--- src/rtl/udp_tx_sched_pkg.sv ---
// Shared definitions for the UDP transmit scheduler: FSM state encoding,
// datapath widths and the grant-index width helper.
package udp_tx_sched_pkg;

  localparam int BYTE_NUM_W = 16;
  localparam int DATA_W     = 32;

  typedef enum logic [1:0] {
    IDLE  = 2'd0,
    START = 2'd1,
    BUSY  = 2'd2,
    GAP   = 2'd3
  } state_t;

  // Bits needed to index num_ch channels (at least 1).
  function automatic int ch_w(input int num_ch);
    int w;
    w = 1;
    for (int i = 1; i < 31; i++) begin
      if ((1 << i) < num_ch) begin
        w = i + 1;
      end
    end
    return w;
  endfunction

endpackage

--- src/rtl/udp_tx_sched_rr_pick.sv ---
// Combinational round-robin selector: returns the first pending channel
// found searching upward from last_grant+1, wrapping modulo NUM_CH.
module udp_tx_sched_rr_pick
  import udp_tx_sched_pkg::*;
#(
  parameter int NUM_CH = 2,
  parameter int CH_W   = ch_w(NUM_CH)
) (
  input  logic [NUM_CH-1:0] pending,
  input  logic [CH_W-1:0]   last_grant,
  output logic              valid,
  output logic [CH_W-1:0]   index
);

  logic [CH_W-1:0] cand;

  // Walk from the farthest offset to the nearest so the closest pending channel is written last and wins.
  always_comb begin
    valid = 1'b0;
    index = '0;
    cand  = '0;
    for (int off = NUM_CH; off >= 1; off--) begin
      cand = CH_W'((int'(last_grant) + off) % NUM_CH);
      if (pending[cand]) begin
        valid = 1'b1;
        index = cand;
      end
    end
  end

endmodule

--- src/rtl/udp_tx_sched.sv ---
// Round-robin scheduler sharing one UDP transmit engine between NUM_CH
// packet sources. Latches start pulses, grants one channel at a time,
// routes engine requests/data and returns the completion pulse.
// Optional BUSY watchdog enabled by defining UDP_TX_TIMEOUT_EN.
module udp_tx_sched
  import udp_tx_sched_pkg::*;
#(
  parameter int NUM_CH         = 2,
  parameter int GAP_CYCLES     = 12,
  parameter int TIMEOUT_CYCLES = 65535
) (
  input  logic                         eth_tx_clk,
  input  logic                         rst,
  input  logic [NUM_CH-1:0]            ch_start_en,
  input  logic [NUM_CH*BYTE_NUM_W-1:0] ch_byte_num,
  input  logic [NUM_CH*DATA_W-1:0]     ch_tx_data,
  output logic [NUM_CH-1:0]            ch_tx_req,
  output logic [NUM_CH-1:0]            ch_tx_done,
  output logic [NUM_CH-1:0]            ch_busy,
  output logic                         tx_start_en,
  output logic [BYTE_NUM_W-1:0]        tx_byte_num,
  output logic [DATA_W-1:0]            tx_data,
  input  logic                         tx_req,
  input  logic                         tx_done,
  output logic [ch_w(NUM_CH)-1:0]      grant_id,
  output logic                         timeout_flag
);

  localparam int CH_W = ch_w(NUM_CH);
  localparam logic [CH_W-1:0] LAST_GRANT_RST = CH_W'(NUM_CH - 1);

  if (NUM_CH < 2 || NUM_CH > 8 || TIMEOUT_CYCLES < 1 || TIMEOUT_CYCLES > 65535) begin : g_bad_params
    $error("udp_tx_sched: NUM_CH must be 2..8 and TIMEOUT_CYCLES 1..65535");
  end

  state_t                state_reg, state_next;
  logic [NUM_CH-1:0]     pending_reg, pending_next;
  logic [CH_W-1:0]       grant_reg, grant_next;
  logic [CH_W-1:0]       last_grant_reg, last_grant_next;
  logic [BYTE_NUM_W-1:0] byte_num_reg, byte_num_next;
  logic                  done_pulse_reg, done_pulse_next;
  logic [15:0]           gap_cnt_reg, gap_cnt_next;

  logic                  pick_valid;
  logic [CH_W-1:0]       pick_index;
  logic                  done_now;
  logic                  timeout_hit;

  logic [BYTE_NUM_W-1:0] byte_num_arr [NUM_CH];
  logic [DATA_W-1:0]     data_arr [NUM_CH];

  udp_tx_sched_rr_pick #(
    .NUM_CH (NUM_CH),
    .CH_W   (CH_W)
  ) u_rr_pick (
    .pending    (pending_reg),
    .last_grant (last_grant_reg),
    .valid      (pick_valid),
    .index      (pick_index)
  );

  // Completion is either a zero-length packet finishing in START or the registered echo of tx_done/abort.
  assign done_now = ((state_reg == START) && (byte_num_reg == '0)) || done_pulse_reg;

  for (genvar gi = 0; gi < NUM_CH; gi++) begin : g_ch
    assign byte_num_arr[gi] = ch_byte_num[gi*BYTE_NUM_W +: BYTE_NUM_W];
    assign data_arr[gi]     = ch_tx_data[gi*DATA_W +: DATA_W];
    assign ch_tx_req[gi]    = (state_reg == BUSY) && tx_req && (grant_reg == CH_W'(gi));
    assign ch_tx_done[gi]   = done_now && (grant_reg == CH_W'(gi));
  end

  // A start on an already-busy channel is a no-op; completion clears the channel.
  assign pending_next = (pending_reg | ch_start_en) & ~ch_tx_done;

  assign ch_busy     = pending_reg;
  assign tx_byte_num = byte_num_reg;
  assign grant_id    = grant_reg;
  assign tx_data     = (state_reg == BUSY) ? data_arr[grant_reg] : data_arr[0];

`ifdef UDP_TX_TIMEOUT_EN
  logic [15:0] to_cnt_reg;
  logic        timeout_flag_reg;

  assign timeout_hit  = (state_reg == BUSY) && !tx_done &&
                        (to_cnt_reg == 16'(TIMEOUT_CYCLES - 1));
  assign timeout_flag = timeout_flag_reg;

  // Count cycles spent in BUSY; the error flag sticks until reset.
  always_ff @(posedge eth_tx_clk or posedge rst) begin
    if (rst) begin
      to_cnt_reg       <= '0;
      timeout_flag_reg <= 1'b0;
    end else begin
      to_cnt_reg <= (state_reg == BUSY) ? to_cnt_reg + 16'd1 : 16'd0;
      if (timeout_hit) begin
        timeout_flag_reg <= 1'b1;
      end
    end
  end
`else
  assign timeout_hit  = 1'b0;
  assign timeout_flag = 1'b0;
`endif

  // Scheduler state and per-grant registers.
  always_ff @(posedge eth_tx_clk or posedge rst) begin
    if (rst) begin
      state_reg      <= IDLE;
      pending_reg    <= '0;
      grant_reg      <= '0;
      last_grant_reg <= LAST_GRANT_RST;
      byte_num_reg   <= '0;
      done_pulse_reg <= 1'b0;
      gap_cnt_reg    <= '0;
    end else begin
      state_reg      <= state_next;
      pending_reg    <= pending_next;
      grant_reg      <= grant_next;
      last_grant_reg <= last_grant_next;
      byte_num_reg   <= byte_num_next;
      done_pulse_reg <= done_pulse_next;
      gap_cnt_reg    <= gap_cnt_next;
    end
  end

  // Next-state logic: grant in IDLE, kick the engine in START, wait in BUSY, hold off in GAP.
  always_comb begin
    state_next      = state_reg;
    grant_next      = grant_reg;
    last_grant_next = last_grant_reg;
    byte_num_next   = byte_num_reg;
    done_pulse_next = 1'b0;
    gap_cnt_next    = gap_cnt_reg;
    tx_start_en     = 1'b0;
    case (state_reg)
      IDLE: begin
        if (pick_valid) begin
          grant_next    = pick_index;
          byte_num_next = byte_num_arr[pick_index];
          state_next    = START;
        end
      end
      START: begin
        if (byte_num_reg == '0) begin
          last_grant_next = grant_reg;
          gap_cnt_next    = '0;
          state_next      = GAP;
        end else begin
          tx_start_en = 1'b1;
          state_next  = BUSY;
        end
      end
      BUSY: begin
        if (tx_done || timeout_hit) begin
          done_pulse_next = 1'b1;
          last_grant_next = grant_reg;
          gap_cnt_next    = '0;
          state_next      = GAP;
        end
      end
      GAP: begin
        if (int'(gap_cnt_reg) >= GAP_CYCLES - 1) begin
          state_next = IDLE;
        end else begin
          gap_cnt_next = gap_cnt_reg + 16'd1;
        end
      end
      default: state_next = IDLE;
    endcase
  end

endmodule

--- config.mk ---
export PLATFORM = sky130hd
export DESIGN_NAME = udp_tx_sched
export DESIGN_NICKNAME = d
export VERILOG_FILES = /design/src/rtl/udp_tx_sched_pkg.sv /design/src/rtl/udp_tx_sched_rr_pick.sv /design/src/rtl/udp_tx_sched.sv
export SDC_FILE = /design/constraint.sdc
export NUM_CORES = 1
export LEC_CHECK = 0
export ABC_AREA = 1
export BUFFER_PORTS_ARGS = -buffer_cell sky130_fd_sc_hd__buf_2
export CORE_MARGIN = 2
export CORE_UTILIZATION = 39
export DETAILED_ROUTE_END_ITERATION = 10
export HOLD_SLACK_MARGIN = 0.12
export PLACE_DENSITY_LB_ADDON = 0.15
export SYNTH_ARGS = -nofsm -noshare
export SYNTH_HDL_FRONTEND = slang
export SYNTH_HIERARCHICAL = 1
export SYNTH_SLANG_ARGS = --single-unit
--- constraint.sdc ---
create_clock -name eth_tx_clk -period 4.69 [get_ports eth_tx_clk]
set_input_delay 0.7035 -clock eth_tx_clk [delete_from_list [all_inputs] [get_ports eth_tx_clk]]
set_output_delay 0.7035 -clock eth_tx_clk [all_outputs]
set_load 0.02 [all_outputs]
==> results of run 1 <==
==> power breakdown <==
part           switching, mW  internal (mW)  total (mW)
Clock                  0.127          0.160       0.287
Sequential            0.0901          0.447       0.537
Combinational          0.750          0.402        1.15
Total                  0.967           1.01        1.98
==> Yosys cell counts, drive strengths merged (3+ instances only) <==
| cell | number |
|---|---|
| nand3 | 8 |
| ha | 6 |
| dfrtp | 38 |
| a21oi | 33 |
| nand2 | 47 |
| inv | 33 |
| or2 | 3 |
| nor2 | 57 |
| clkbuf | 3 |
| o21ai | 3 |
| nand4 | 6 |
| mux2 | 32 |
| buf | 8 |
==> final cells by class <==
type                    count  area [um^2]
clock buffers               5         68.8
fillers                   569         2570
multi-input cells         200         1190
repair buffers            160          808
inverters                  34          130
clock inverters             3         46.3
flip-flops and latches     39          977
well taps                  75         93.8
==> routing by layer <==
layer / up-vias / GRT usage (%) / part of all wire, %
met4: 0 / 7.83 / 1.7
met5: - / 0 / 0
li1: 1216 / - / -
met1: 1122 / 21.3 / 39
met2: 107 / 39.5 / 53
met3: 10 / 3.74 / 6.3
==> worst max-delay path: stages (launching register included) <==
cell and delay, ns:
dfrtp_1 0.42, inv_1 0.11, ha_1 0.25, nand2_1 0.08
buf_4 0.36, mux2_2 0.41, buf_2 0.16
==> logic make-up after synthesis <==
| logic type | count (synthesis) |
|---|---|
| and+or+nand+nor | 124 |
| buffers and inverters | 45 |
| DFF | 39 |
| AOI/OAI and AO/OA | 37 |
| muxes | 32 |
| adders and majority gates | 6 |
| other | 1 |
==> metrics by stage <==
stage | util [%] | hold slack, ns | instance area [um^2] | power [mW] | instances
2_1_floorplan | - | 0.442 | 2360 | 1.39 | 284
3_3_place_gp | 54.3 | 0.456 | 3200 | 1.68 | 508
3_5_place_dp | 54.3 | 0.461 | 3200 | 1.69 | 508
4_1_cts | 56.3 | 0.474 | 3310 | 1.99 | 516
5_1_grt | 56.3 | 0.502 | 3310 | 2.13 | 516
6_report | 56.3 | 0.468 | 3310 | 1.98 | 516
==> final timing paths <==
kind / from / cells past startpoint / end / slack, ns
min: last_grant_reg / 2 / last_grant_reg / 0.47
max: state_reg[0] / 6 / tx_data[20] / 1.91
min reg2reg: last_grant_reg / 2 / last_grant_reg / 0.47
min in group asynchronous: rst / 3 / tx_byte_num[9] / 0.50
max in group asynchronous: rst / 3 / last_grant_reg / 3.82
max reg2reg: state_reg[0] / 6 / tx_byte_num[9] / 2.61
==> metrics, run 1 <==
worst-path maximum fanout=33; critical path endpoint category=primary output; Die ar.=0.00670 mm^2; GRT Residual Overflow=0; setup bufs post-CTS=0; Syn. warnings=6; clk_skew=0.00702 ns; minimum clock period=2.78 ns; Chip Width=81.8 um; Tcrit/Tclk final=59.3%; RSZ-0062 raised after global routing=false; antenna violations before repair=0; CTS H-tree depth=2; # nets final=548; CTS Buf Count=5; TritonCTS Sinks=39; Finish-stage setup viols=0; Post-CTS Hold Fix Bufs=0; Post-synth EDFFs=0; ys async rst share=100%; Initial Utilization=40.2%; Setup CP Type=register to primary output; most common cell after layout, fill and taps aside=buf_2; HP Class=register to register; final worst slack=1.91 ns; Post-synth top flop=dfrtp_1; WP data arrival=2.08 ns; Die H=81.8 um; power per cell area=597 mW/mm^2; DR WL/cell=13.1 um; clock tree buffer depth=2; Pre-Repair DR Iteration Count=4; Max Clock Freq=360 MHz; Area Growth Syn to Fin=40.1%; share of post-route cells with drive strength above 1=49.7%; static leakage power=1.78 nW; Place WS=2.21 ns; setup TNS=0 ns; Synth area leader=dfrtp_1; Critical Path RT=3.99 ns; Post-Synth Adder-Cell Area=3.18%; Mapped Cells=284; drc violations=0; VDD IR max=239 uV; largest net degree at the start of global routing=40; number of buffers added on ports=157; drt initial violations=105; via count=2455; post-synth net total=392; startpoint types=register; Synth area leaders=dfrtp_1 (40%), mux2_2 (15%), nand2_1 (7.1%); RD Place Congestion=0.838; commonest non-fill, non-tap cells in the layout=buf_2 (157), nor2_1 (45), nand2_1 (45); final max-slew violation count=0; final hold vios=0; post-synthesis simple-gate area fraction=23.7%; CTS tree=done; Post-DRT Antenna Nets=0; Clock Tree Root=clkbuf_8; Yosys top cell area share=40.2%; max-cap violation count=0; FP Rows=28; Netlist Area Pre-Place=0.00236 mm^2; drt via density=4.76; synthesized area per cell=8.32 um^2; vias in the first global route=2454; Worst-path clk slew=0.08 ns; core area=0.00589 mm^2; sequential fraction of the synthesis area=41.3%; # diodes=0; largest family of logic cells by synthesized area=simple AND/OR/NAND/NOR gates; Synth Area in Compound Gates=7.94%; post-synthesis mux area share=15.2%; #FFs+latches synth=39; All-Layer GR Usage=20.3%; worst slew pin tran=0.652 ns; num ports=159; first-pass GRT wire length=10400 um; Resize count post-CTS=0; normalized max-slew margin=56.5%; final WL=6770 um; Netlist cell types=30; dpl hpwl=5330 um; outcome=finished clean; XOR/XNOR Fraction of Synth Area=0%; worst skew pair latency=0.30 ns
No activity file was read; power rests on OpenSTA's default activity.
==> run 2: changes to the inputs <==
Clock period 4.69 ns to 2.78 ns, I/O delays scaled along.
==> run 2 against run 1 <==
Against the previous run: via count decreased by 2.3%; hold slack got worse by 0.23 ns; utilization increased by 0.43 points; design area increased by 0.76%; routed wire length decreased by 0.13%; critical endpoint unchanged; flip-flop and latch count unchanged; non-clock buffer count increased by 1.
==> metrics, run 2 (synthesis gave the netlist of run 1 again) <==
core area=0.00589 mm^2 (unchanged); worst skew pair latency=0.29 ns (was 0.30 ns); final WL=6760 um (was 6770 um); most common cell after layout, fill and taps aside=buf_2 (unchanged); antenna violations before repair=0 (unchanged); clock tree buffer depth=2 (unchanged); TritonCTS Sinks=39 (unchanged); setup TNS=0 ns (unchanged); Worst Setup EP=tx_data[20] (unchanged); Layout Cells excl Fill=517 (was 516); # nets final=549 (was 548); RD Place Congestion=0.847 (was 0.838); power per cell area=1020 mW/mm^2 (was 597 mW/mm^2); Finish-stage setup viols=0 (unchanged); minimum clock period=2.49 ns; Die ar.=0.00670 mm^2 (unchanged); HP Class=input port to asynchronous set/reset pin (was register to register); Max Clock Freq=402 MHz; Chip Width=81.8 um (unchanged); worst-path maximum fanout=33 (unchanged); worst slew pin tran=0.514 ns (was 0.652 ns); Critical Path RT=2.36 ns (was 3.99 ns); RSZ-0062 raised after global routing=false (unchanged); fillers=570 (was 569); Reg-to-Reg End=state_reg[0] (was tx_byte_num[9]); via count=2399 (was 2455); Pre-Repair DR Iteration Count=4 (unchanged); CTS H-tree depth=2 (unchanged); clk_skew=0.00260 ns (was 0.00702 ns); startpoint types=register (unchanged); critical path launch point=state_reg[0] (unchanged); normalized max-slew margin=65.5% (was 56.5%); Post-DRT Antenna Nets=0 (unchanged); outcome=finished clean (unchanged); FP Rows=28 (unchanged); dpl hpwl=5350 um (was 5330 um); setup bufs post-CTS=0 (unchanged); Worst-path clk slew=0.07 ns (was 0.08 ns); Total Power=3.41 mW (was 1.98 mW); DR WL/cell=13.1 um (about the same); GRT Residual Overflow=0 (unchanged); final hold vios=0 (unchanged); WP data arrival=2.07 ns (was 2.08 ns); critical path endpoint category=primary output (unchanged); Tcrit/Tclk final=89.5%; Resize count post-CTS=0 (unchanged); CTS tree=done (unchanged); Initial Utilization=40.2% (unchanged); DP Cell Count=509 (was 508); share of post-route cells with drive strength above 1=49.5% (was 49.7%); max-cap violation count=0 (unchanged); CTS Buf Count=5 (unchanged); reg-to-reg slack, setup=1.07 ns (was 2.61 ns); final max-slew violation count=0 (unchanged); Clock Tree Root=clkbuf_8 (unchanged); largest net degree at the start of global routing=40 (unchanged); Die H=81.8 um (unchanged); # diodes=0 (unchanged); drt initial violations=124 (was 105); vias in the first global route=2464 (was 2454); All-Layer GR Usage=21.0% (was 20.3%); first-pass GRT wire length=10900 um (was 10400 um); worst r2r path cells=9 (was 6); drt via density=4.64 (was 4.76); num ports=159 (unchanged); number of buffers added on ports=157 (unchanged); Critical R2R Launch=state_reg[0] (unchanged); VDD IR max=496 uV (was 239 uV); Area Growth Syn to Fin=41.1% (was 40.1%); Post-CTS Hold Fix Bufs=0 (unchanged); static leakage power=1.79 nW (was 1.78 nW); commonest non-fill, non-tap cells in the layout=buf_2 (157), nor2_1 (45), nand2_1 (45) (unchanged); Setup CP Type=register to primary output (unchanged); drc violations=0 (unchanged)
[run 2: worst min-delay path by stage]
stage / from / to / slack [ns] / cells past startpoint
after global placement: last_grant_reg / last_grant_reg / 0.45 / 2
after detailed placement: last_grant_reg / last_grant_reg / 0.46 / 2
after global routing: rst / gap_cnt_reg[8] / 0.29 / 3
final: rst / tx_byte_num[8] / 0.24 / 3
after floorplan: last_grant_reg / last_grant_reg / 0.44 / 2
after CTS: rst / tx_byte_num[8] / 0.25 / 3
[run 2: per-layer routing]
metal | up-vias | part of all wire, % | global-route usage [%]
li1 | 1219 | - | -
met1 | 1074 | 39 | 23.4
met2 | 97 | 53 | 39.6
met3 | 9 | 6.9 | 5.05
met4 | 0 | 1.5 | 5.67
met5 | - | 0 | 0
[run 2: area by class of cell]
class                      count  area, um^2  share of cell area (%)
tap                           75        93.8                    2.81
multi-input combinational    200        1190                    35.6
timing repair buffer         161         816                    24.5
clock inverter                 2        60.1                    1.80
inverter                      34         130                    3.90
clock buffer                   6        72.6                    2.18
sequential                    39         977                    29.3
[run 2: worst max-delay path, cell delays in order, from the launching register on]
cell	delay [ns]
dfrtp_1	0.41
inv_1	0.10
ha_1	0.25
nand2_1	0.08
buf_4	0.36
mux2_2	0.41
buf_2	0.17
[run 2: report_power, final]
part           internal, mW  switching [mW]  total (mW)
Clock                 0.359           0.196       0.554
Sequential            0.755           0.150       0.905
Combinational         0.688            1.26        1.95
Total                  1.80            1.61        3.41
[run 2: stage by stage]
step	setup WS, ns	area, um^2	utilization [%]	hold WS, ns
after floorplan	0.874	2360	-	0.442
final	0.293	3340	56.7	0.235
after detailed placement	0.609	3200	54.4	0.459
after global routing	0.150	3340	56.7	0.289
after CTS	0.287	3340	56.7	0.249
after global placement	0.646	3200	54.4	0.453
==> run 3: changes to the inputs <==
Settings changed: ABC_AREA 1 to not set.
==> run 3 against run 2 <==
Against the previous run: die area rose by 2.4%; global-route usage fell by 1.4 points; sequential share of layout area fell by 0.45 points; design area rose by 1.6%; synthesized cell count fell by 16%; cell count fell by 8.9%; critical path type unchanged; critical endpoint is now tx_data[14]; largest power group unchanged.
==> metrics, run 3 <==
via count=2372 (was 2399); largest net degree at the start of global routing=40 (unchanged); critical path, cell by cell=inv_1, ha_1, nand2_1, buf_4, mux2_2, buf_2 (unchanged); vias in the first global route=2233 (was 2464); VDD IR max=548 uV (was 496 uV); Setup CP Type=register to primary output (unchanged); max-cap violation count=0 (unchanged); drt via density=5.04 (was 4.64); clk_skew=0.00720 ns (was 0.00260 ns); clock tree buffer depth=2 (unchanged); antenna violations before repair=0 (unchanged); sequential fraction of the synthesis area=40.3% (was 41.3%); first-pass GRT wire length=11100 um (was 10900 um); Netlist Area Pre-Place=0.00242 mm^2 (was 0.00236 mm^2); Critical R2R Launch=tx_byte_num[6] (was state_reg[0]); FP Rows=28 (unchanged); Layout Cells excl Fill=471 (was 517); Post-DP Area=0.00327 mm^2 (was 0.00320 mm^2); Clk pwr share=14.6% (was 16.3%); share of post-route cells with drive strength above 1=54.3% (was 49.5%); power per cell area=985 mW/mm^2 (was 1020 mW/mm^2); worst skew pair latency=0.29 ns (about the same); Max Clock Freq=393 MHz (was 402 MHz); All-Layer GR Usage=19.7% (was 21.0%); Mapped Cells=239 (was 284); RD Place Congestion=0.811 (was 0.847); sw power=1.53 mW (was 1.61 mW); Seq. cell area=977 um^2 (unchanged); Netlist cell types=47 (was 30); Power Internal=1.80 mW (about the same); fillers=561 (was 570); post-route cell area=0.00339 mm^2 (was 0.00334 mm^2); DP Cell Count=463 (was 509); most common cell after layout, fill and taps aside=buf_2 (unchanged); worst r2r path cells=5 (was 9); CTS Buf Count=5 (unchanged); Post-synth top cells=dfrtp_1 (38), nor2_1 (33), mux2_2 (32) (was nand2_1 (45), nor2_1 (45), dfrtp_1 (38)); cell with the most instances after synthesis=dfrtp_1; final hold vios=0 (unchanged); minimum clock period=2.55 ns (was 2.49 ns); synthesized area per cell=10.1 um^2 (was 8.32 um^2); crit path buf inv count=3 (unchanged); #FFs+latches synth=39 (unchanged); Post-synth top flop=dfrtp_1 (unchanged); # diodes=0 (unchanged); Sw Ratio=46.0% (was 47.1%); WP data arrival=2.13 ns (was 2.07 ns); highest-delay cell along the critical path=dfrtp_1 (unchanged); startpoint types=register (unchanged); critical path launch point=state_reg[0] (unchanged); critical path endpoint category=primary output (unchanged); final worst slack=0.233 ns (was 0.293 ns); drc violations=0 (unchanged); outcome=finished clean (unchanged); GRT Residual Overflow=0 (unchanged); Worst-path clk slew=0.07 ns (about the same); setup bufs post-CTS=0 (unchanged); Critical Path RT=2.36 ns (about the same); WHS=0.227 ns (was 0.235 ns); HP Class=input port to asynchronous set/reset pin (unchanged); Synth area leaders=dfrtp_1 (39%), mux2_2 (15%), mux2i_1 (6.6%) (was dfrtp_1 (40%), mux2_2 (15%), nand2_1 (7.1%)); Post-DRT Antenna Nets=0 (unchanged); combinational share of power=58.6% (was 57.2%); sequential share of power=26.8% (was 26.5%); Resize count post-CTS=0 (unchanged); Area Growth Syn to Fin=39.8% (was 41.1%); Die ar.=0.00686 mm^2 (was 0.00670 mm^2); Synth area leader=dfrtp_1 (unchanged); CTS tree=done (unchanged); Syn. warnings=6 (unchanged); num ports=159 (unchanged); setup TNS=0 ns (unchanged); CP delay by family, top=buffers and inverters (unchanged); core area=0.00596 mm^2 (was 0.00589 mm^2); commonest non-fill, non-tap cells in the layout=buf_2 (157), dfrtp_1 (38), nor2_1 (33) (was buf_2 (157), nor2_1 (45), nand2_1 (45)); number of buffers added on ports=157 (unchanged); post-synth net total=347 (was 392); Pre-Repair DR Iteration Count=4 (unchanged); Place WS=0.540 ns (was 0.609 ns); Clock Tree Root=clkbuf_8 (unchanged); Tcrit/Tclk final=91.6% (was 89.5%); final max-slew violation count=0 (unchanged); CTS H-tree depth=2 (unchanged); worst-path maximum fanout=32 (was 33); Initial Utilization=40.7% (was 40.2%); Chip Width=82.8 um (was 81.8 um); Post-synth EDFFs=0 (unchanged); RSZ-0062 raised after global routing=false (unchanged); Core Util, Final=56.9% (was 56.7%); TritonCTS Sinks=39 (unchanged); Die H=82.8 um (was 81.8 um); drt initial violations=99 (was 124); static leakage power=1.77 nW (was 1.79 nW); Levels on crit path=6 (unchanged); Post-CTS Hold Fix Bufs=0 (unchanged); Yosys top cell area share=39.2% (was 40.2%); area of the multi-input gates=0.00134 mm^2 (was 0.00119 mm^2); ys async rst share=100% (unchanged); final WL=6680 um (was 6760 um); Total Power=3.34 mW (was 3.41 mW); DR WL/cell=14.2 um (was 13.1 um); Finish-stage setup viols=0 (unchanged); # nets final=503 (was 549); dpl hpwl=5340 um (was 5350 um); crit-path max cell delay=0.43 ns (was 0.41 ns)
-- run 3: changes by cell type in the layout (fill, tap and decap cells not counted), sizes merged, moves of 5 or more --
cell	change
inv	-22
mux2i	+16
a41oi	+9
a21oi	-13
nand2	-41
nor2	-22
and3	+5
nor4	+7
nand3	-6
-- run 3: per-layer routing --
layer,global-route usage (%),wire length [um]
met5,0,0
met4,6.26,138
met3,4.67,459
met2,33.8,3310
met1,24.3,2770
-- run 3: final timing paths --
path / to / slack [ns]
worst min register to register: last_grant_reg / 0.50
min in group eth_tx_clk: ch_busy[1] / 0.36
worst max register to register: gap_cnt_reg[5] / 0.68
worst max-delay path: tx_data[14] / 0.23
worst min-delay path: ch_busy[0] / 0.23
max in group asynchronous: last_grant_reg / 2.20
-- run 3: power groups by stage --
stage	Clock, mW	Sequential [mW]	Combinational, mW
after global routing	0.533	0.921	2.13
after CTS	0.499	0.894	1.98
final	0.489	0.893	1.96
after detailed placement	0	0.904	1.97
after global placement	0	0.901	1.95
after floorplan	0	1.04	1.32
-- run 3: layout make-up --
type	count	share of cell area, %
clock inverter	2	1.03
multi-input combinational	176	39.4
tap	75	2.77
sequential	39	28.8
clock buffer	6	2.44
timing repair buffer	162	24.3
inverter	11	1.22
-- run 3: worst min-delay path: stages --
cell and delay, ns:
buf_2 0.09, inv_1 0.04, buf_4 0.41
-- run 3: logic make-up after synthesis --
logic type,Yosys count,synth area share (%)
compound gates,49,13.8
fa+ha+maj,6,3.10
buf+inv,24,4.75
flops,39,40.3
mux,48,21.5
other cells,1,0.155
simple gates,72,16.4
